==> src/rtl/pipeline_stall_ctrl.sv <==
// pipeline_stall_ctrl
// Consumes the hazard unit's stall / jump-stop / halt requests for the
// 5-stage MIPS core and turns them into PC and IF/ID write enables plus an
// ID/EX bubble. Registers the jump-stop feedback for the hazard unit and
// sequences the halt drain (EX, MEM, WB) before raising o_end.
//
// Optional feature macro: STALL_STATS_EN
//   When defined, adds o_stall_cycles and o_halt_drain_cycles (32-bit,
//   wrapping) that count enabled cycles spent in STALL and DRAIN.
//   These counters survive i_restart and clear only on reset.

module pipeline_stall_ctrl #(
    parameter int DRAIN_STAGES = 3,
    parameter int MAX_STALL    = 8,
    parameter int CNT_W        = 4
) (
    input  logic        i_clk,
    input  logic        i_reset_n,
    input  logic        i_enable,
    input  logic        i_stall_req,
    input  logic        i_jmp_req,
    input  logic        i_halt_req,
    input  logic        i_restart,
    output logic        o_pc_wr_en,
    output logic        o_if_id_wr_en,
    output logic        o_id_ex_bubble,
    output logic        o_jmp_stop,
    output logic        o_end,
    output logic        o_stall_err,
`ifdef STALL_STATS_EN
    output logic [31:0] o_stall_cycles,
    output logic [31:0] o_halt_drain_cycles,
`endif
    output logic [1:0]  o_state
);

    typedef enum logic [1:0] {
        ST_RUN   = 2'b00,
        ST_STALL = 2'b01,
        ST_DRAIN = 2'b10,
        ST_DONE  = 2'b11
    } state_t;

    // Last drain count value before DONE, and the watchdog trip point.
    localparam logic [CNT_W-1:0] DRAIN_LAST = CNT_W'(DRAIN_STAGES - 1);
    localparam logic [CNT_W-1:0] STALL_TRIP = CNT_W'(MAX_STALL);
    localparam logic [CNT_W-1:0] CNT_ONE    = CNT_W'(1);

    state_t           state_q;
    state_t           state_d;
    logic [CNT_W-1:0] stall_cnt_q;
    logic [CNT_W-1:0] stall_cnt_d;
    logic [CNT_W-1:0] drain_cnt_q;
    logic [CNT_W-1:0] drain_cnt_d;
    logic             advance;
    logic             bubble;
    logic             stall_err_d;

    // Next-state, counter updates and per-cycle pipeline control.
    always_comb begin
        state_d     = state_q;
        stall_cnt_d = stall_cnt_q;
        drain_cnt_d = drain_cnt_q;
        advance     = 1'b0;
        bubble      = 1'b0;
        if (i_enable) begin
            unique case (state_q)
                ST_RUN, ST_STALL: begin
                    if (i_halt_req) begin
                        // Halt wins over any stall; the HALT itself is bubbled.
                        state_d     = ST_DRAIN;
                        drain_cnt_d = '0;
                        stall_cnt_d = '0;
                        bubble      = 1'b1;
                    end else if (i_stall_req) begin
                        state_d = ST_STALL;
                        bubble  = 1'b1;
                        if (state_q == ST_RUN) begin
                            stall_cnt_d = CNT_ONE;
                        end else if (stall_cnt_q != STALL_TRIP) begin
                            stall_cnt_d = stall_cnt_q + CNT_ONE;
                        end
                    end else begin
                        // Stall released: advance in this same cycle.
                        state_d     = ST_RUN;
                        stall_cnt_d = '0;
                        advance     = 1'b1;
                    end
                end
                ST_DRAIN: begin
                    bubble      = 1'b1;
                    drain_cnt_d = drain_cnt_q + CNT_ONE;
                    if (drain_cnt_q == DRAIN_LAST) begin
                        state_d = ST_DONE;
                    end
                end
                ST_DONE: begin
                    bubble = 1'b1;
                    if (i_restart) begin
                        state_d     = ST_RUN;
                        stall_cnt_d = '0;
                        drain_cnt_d = '0;
                    end
                end
                default: begin
                    state_d = ST_RUN;
                end
            endcase
        end
    end

    // Watchdog is sticky: once the stall run reaches the trip point it stays set.
    assign stall_err_d = o_stall_err | (stall_cnt_d == STALL_TRIP);

    // Enables are forced low while reset is held, regardless of state.
    assign o_pc_wr_en     = advance & i_reset_n;
    assign o_if_id_wr_en  = advance & i_reset_n;
    assign o_id_ex_bubble = bubble & i_reset_n;
    assign o_state        = state_q;

    // State, counters and registered status; frozen whenever i_enable is low.
    always_ff @(posedge i_clk or negedge i_reset_n) begin
        if (!i_reset_n) begin
            state_q     <= ST_RUN;
            stall_cnt_q <= '0;
            drain_cnt_q <= '0;
            o_jmp_stop  <= 1'b0;
            o_end       <= 1'b0;
            o_stall_err <= 1'b0;
        end else if (i_enable) begin
            state_q     <= state_d;
            stall_cnt_q <= stall_cnt_d;
            drain_cnt_q <= drain_cnt_d;
            // Jump requests are dropped while the pipeline drains.
            o_jmp_stop  <= (state_q == ST_DRAIN) ? 1'b0 : i_jmp_req;
            o_end       <= (state_d == ST_DONE);
            o_stall_err <= stall_err_d;
        end
    end

`ifdef STALL_STATS_EN
    // Free-running statistics of enabled STALL and DRAIN cycles.
    always_ff @(posedge i_clk or negedge i_reset_n) begin
        if (!i_reset_n) begin
            o_stall_cycles      <= '0;
            o_halt_drain_cycles <= '0;
        end else if (i_enable) begin
            if (state_q == ST_STALL) begin
                o_stall_cycles <= o_stall_cycles + 32'd1;
            end
            if (state_q == ST_DRAIN) begin
                o_halt_drain_cycles <= o_halt_drain_cycles + 32'd1;
            end
        end
    end
`endif

endmodule

==> config.mk <==
export PLATFORM = sky130hd
export DESIGN_NAME = pipeline_stall_ctrl
export DESIGN_NICKNAME = d
export VERILOG_FILES = /design/src/rtl/pipeline_stall_ctrl.sv
export SDC_FILE = /design/constraint.sdc
export NUM_CORES = 1
export LEC_CHECK = 0
export CAP_MARGIN = 15
export CELL_PAD_IN_SITES_DETAIL_PLACEMENT = 1
export CELL_PAD_IN_SITES_GLOBAL_PLACEMENT = 2
export CORE_MARGIN = 4
export CORE_UTILIZATION = 32
export CTS_BUF_LIST = sky130_fd_sc_hd__clkbuf_8
export CTS_CLUSTER_DIAMETER = 60
export DETAILED_ROUTE_END_ITERATION = 7
export MAX_ROUTING_LAYER = met4
export PLACE_DENSITY_LB_ADDON = 0.1
export SLEW_MARGIN = 20
export SYNTH_ARGS = -nofsm -noshare
export SYNTH_HDL_FRONTEND = slang
export SYNTH_SLANG_ARGS = --single-unit
==> constraint.sdc <==
create_clock -name i_clk -period 2 [get_ports i_clk]
set_input_delay 0.2 -clock i_clk [delete_from_list [all_inputs] [get_ports i_clk]]
set_output_delay 0.2 -clock i_clk [all_outputs]
set_load 0.1 [all_outputs]
# Word level (Yosys, flattened, before mapping)
# Index checks and enable logic that the tools add are counted.
[op_classes]
n_addsub = 2
n_eq_ne = 9
n_mux = 25
n_bitwise = 3
n_reduce_logical = 4
[ops]
columns = ["cell", "count"]
rows = [
  ["$mux W4", 8],
  ["$pmux W4 S3", 1],
  ["$mux W1", 9],
  ["$add A4 B1 Y4 const B", 2],
  ["$mux W2", 4],
  ["$pmux W4 S2", 1],
  ["$eq A2 B2 Y1 const B", 3],
  ["$pmux W2 S3", 1],
  ["$eq A4 B2 Y1 const B", 1],
  ["$eq A4 B4 Y1 const B", 1],
  ["$ne A2 B2 Y1 const B", 2],
  ["$ne A4 B4 Y1 const B", 1],
  ["$reduce_or A2 Y1", 2],
  ["$reduce_and A3 Y1", 1],
  ["$and A1 B1 Y1", 2],
  ["$eq A2 B1 Y1 const B", 1],
  ["$logic_not A2 Y1", 1],
  ["$pmux W1 S2", 1],
  ["$or A1 B1 Y1", 1],
]
[totals]
ff_bits = 13
in_bits = 7
output_inout_bits = 8
elab_cells = 49

# Longest topological paths before layout
[depth]
ltp_word = 9
mapped_depth = 6
mapped_depth_nobuf = 6

# Worst setup path after synthesis
# OpenSTA, ideal clock, no wires.
[synth_path]
path_type = "register -> output"
startpoint = "register state_q[1] (netlist: o_state[1])"
endpoint = "output port o_pc_wr_en"
arrival_time_ns = 3.170
required_time_ns = 1.800
path_slack_ns = -1.370
path_stages_with_launch = 5
n_path_buf = 2
path_cell_list = "dfrtp_1 -> clkbuf_1 -> nor3_1 -> nor2b_1 -> buf_4"
[synth_via]
elab_chain_len = 5
word_cells_on_any_way = 6
cone_classes = "1 x eq/ne; 2 x mux; 1 x bitwise; 2 x reduce/logical"
[synth_rtl]
columns = ["element", "line", "text"]
rows = [
  ["from (decl)", "49", "state_t state_q;"],
  ["from (signal assigned)", "131", "state_q <= state_d;"],
  ["$eq A2 B1 Y1 or $logic_not A2 Y1 (tied branches)", "67", "unique case (state_q)"],
  ["$reduce_or A2 Y1 (*)", "67", ""],
  ["$mux W1 (*)", "67", ""],
  ["$mux W1 (*)", "66", "if (i_enable) begin"],
  ["$and A1 B1 Y1 (*)", "--", ""],
  ["to (decl)", "24", "output logic o_pc_wr_en,"],
]
# Mark *: on every way between the ends. The rest lies on a longest branch, timed or not.

# Final worst setup path
[layout_path]
startpoint = "register stall_cnt_q[1]"
endpoint = "register o_stall_err"
[layout_via]
elab_chain_len = 9
word_cells_on_any_way = 11
cone_classes = "1 x add/sub; 2 x eq/ne; 7 x mux; 1 x bitwise"
[layout_rtl]
columns = ["element", "line", "text"]
rows = [
  ["from (decl)", "51", "logic [CNT_W-1:0] stall_cnt_q;"],
  ["from (signal assigned)", "132", "stall_cnt_q <= stall_cnt_d;"],
  ["$add A4 B1 Y4 or $ne A4 B4 Y1 (tied branches)", "81, 80", ""],
  ["$mux W4", "80", "end else if (stall_cnt_q != STALL_TRIP) begin"],
  ["$mux W4", "78", "if (state_q == ST_RUN) begin"],
  ["$mux W4", "75", "end else if (i_stall_req) begin"],
  ["$mux W4", "69", "if (i_halt_req) begin"],
  ["$pmux W4 S2", "67", ""],
  ["$mux W4 (*)", "66", ""],
  ["$eq A4 B4 Y1 (*)", "113", "assign stall_err_d = o_stall_err | (stall_cnt_d == STALL_TRIP);"],
  ["$or A1 B1 Y1 (*)", "113", ""],
  ["to (signal assigned)", "137", "o_stall_err <= stall_err_d;"],
  ["to (decl)", "29", "output logic o_stall_err,"],
]
# Marks and branches as above.
# A chain may end at the register's enable or synchronous reset.

==> flow_summary.ini <==
[global_routing]
grtUsageTotal_pct = 13.75
overflow = 0
grt_max_degree = 16
antenna_found_initial = 0
grt_pass1_wl_mm = 3.243
grt_pass1_vias = 652

[timing]
setup_viol = 0
worst_pin_slew_ns = 0.3697
whs_ns = 0.3012
final_hold_viol_count = 0
fmax_ghz = 0.5446
rsz0062_at_grt = no
finClkSkew_ns = 0.001219
slew_headroom_pct = 75.00
setup_tns_ns = 0
report.final.slew_viol_count = 0
min_period_ns = 1.836
period_share_pct = 91.81

[clocking]
hold_buffers = 0
cts_setup_buffers = 0
clockRootBuffer = clkbuf_8
insertion_delay_ns = 0.24
cts_tree = built
clock-sinks = 13
h-tree-depth = 1
clk_pin_slew_worst_paths_ns = 0.06
clock_path_buffers = 2
cts_buffers = 3
ctsResizeCount = 0

[worst_setup_path]
start_kind = register
end_kind = register
crit_chain = inv_1 -> ha_1 -> and3b_1 -> a221o_1 -> a32o_2 -> o41ai_2
cp_num_buf_inv = 1
arrival_ns = 1.98
critPathMaxStageDelay_ns = 0.39
crit_type = register to register
critPathTopFamily = compound AO/OA/AOI/OAI gates
required_ns = 2.14
cpMaxStageDelayCell = dfrtp_1
crit_path_max_fanout = 4

[floorplanning]
start_util_pct = 33.89
row_count = 17
die_y_um = 56.64
ios = 15
fp.dieW_um = 56.64
die_area_um2 = 3208
coreArea_um2 = 2233

[layout]
num-nets-final = 110
diodes = 0
drive_above_1_share_pct = 26.53
syn_to_final_growth_pct = 36.86
utilization_pct = 46.39

[logic_synthesis]
synth.yosys.seq_area_share_pct = 42.98
synth_compound_area_share_pct = 22.48
synth_nets = 90
synthFlopType = dfrtp_1
ys_warn_count = 0
synth_cells = 79
synth_top_family_by_area = compound AO/OA/AOI/OAI gates
synth_fa_ha_area_share_pct = 6.612
synth_edf_count = 0
synthArstFlopShare_pct = 100.0
synth_simple_gate_area_share_pct = 20.33
synthXorXnorAreaFrac_pct = 1.157
muxShareOfSynthArea_pct = 1.488
ys_ff_latch = 13
synth_area_um2 = 757.0
synth.avg_cell_area_um2 = 9.582
yosysUniqueCellTypes = 34

[detailed_routing]
avgRoutedWirePerCell_um = 14.81
wl_met3_um = 103
highest_layer = met4
wl_met2_um = 773
via_per_inst = 5.206
routed_wl_mm = 1.866
drt-pass1-iter-count = 4
drcViolationCount = 0
drt-initial-drc-count = 7
dr_total_vias = 656
ant_nets = 0
wl_met1_um = 952

[place]
routabilityCongestion = 0.7611
port_buffers = 14
hpwl_mm = 1.440

[pwr]
power_w = 0.0009087
powerDensity_nw_per_um2 = 877.1
ir_worst_vdd_v = 0.0004945
power.leakage_nw = 0.4602

[flow_run]
drv_cap = 0

[status]
outcome = completed

[min_path]
hp-class = primary input to asynchronous set/reset pin
stage by stage:
stage          worst slack [ns]  instances  instance area [um2]
6_report                 0.1638        126                 1036
5_1_grt                 0.05552        126                 1036
4_1_cts                  0.1486        126                 1036
3_5_place_dp             0.1286        122                991.0
3_3_place_gp             0.1953        122                991.0
2_1_floorplan          -0.06520         79                805.8
logic make-up after synthesis:
group                    Yosys count
AND/OR/NAND/NOR                   29
AO/OA/AOI/OAI                     22
flip-flops                        13
buffers and inverters              9
adder cells (fa/ha/maj)            4
XOR/XNOR                           1
multiplexers                       1
flip-flops by register name, indices dropped and copies added, names as in the netlist:
| signal | cells |
|---|---|
| drain_cnt_q | 4 |
| o_end | 1 |
| o_jmp_stop | 1 |
| o_stall_err | 1 |
| o_state | 2 |
| stall_cnt_q | 4 |
cell usage after synthesis, types with 2 or more instances:
cell / instances / area share [%]
dfrtp_1: 13 / 43
nand2_1: 12 / 5.9
o21ai_0: 7 / 4.6
inv_1: 6 / 3.0
ha_1: 4 / 6.6
nor2b_1: 4 / 3.3
nor2_1: 3 / 1.5
a41oi_1: 2 / 2.3
clkbuf_1: 2 / 0.99
nand3_1: 2 / 1.3
placed cells by master, fill, tap and decap left out, drive strengths merged, types with 2 or more instances in the layout:
cell type / count
nor2: 3
nand2: 12
o21ai: 7
clkdlybuf4s50: 6
buf: 12
dfrtp: 13
nor2b: 4
a32o: 2
a41oi: 2
nand3: 2
clkbuf: 3
ha: 4
inv: 7
final cells by class:
type	instances	area [um2]
multi-input cells	57	415.4
inverters	6	22.52
repair buffers	18	187.7
clock inverters	1	3.754
fillers	261	1197
well taps	28	35.03
flip-flops and latches	13	330.3
clock buffers	3	41.29
power breakdown:
group          switching, W  internal [W]
logic              0.000218      0.000108
registers         0.0000490      0.000300
clock network     0.0000982      0.000136
metal layers:
metal  vias to the layer above  GRT usage, %
met1                       313         17.94
met4                         0         7.119
met3                         4         4.828
met2                        17         18.48
met5                         -             -
li1                        322             -
path summary, 6_finish.rpt:
check                                     from           to  slack [ns]  cells past startpoint
worst max-delay path            stall_cnt_q[1]  o_stall_err        0.16                      6
worst min-delay path                 i_reset_n   o_state[1]        0.30                      2
worst max register to register  stall_cnt_q[1]  o_stall_err        0.16                      6
worst min register to register     o_stall_err  o_stall_err        0.49                      2
max in group asynchronous            i_reset_n   o_state[1]        1.52                      2
min in group i_clk                 o_stall_err  o_stall_err        0.49                      2
Note: power is estimated with default switching activity, not from simulation.
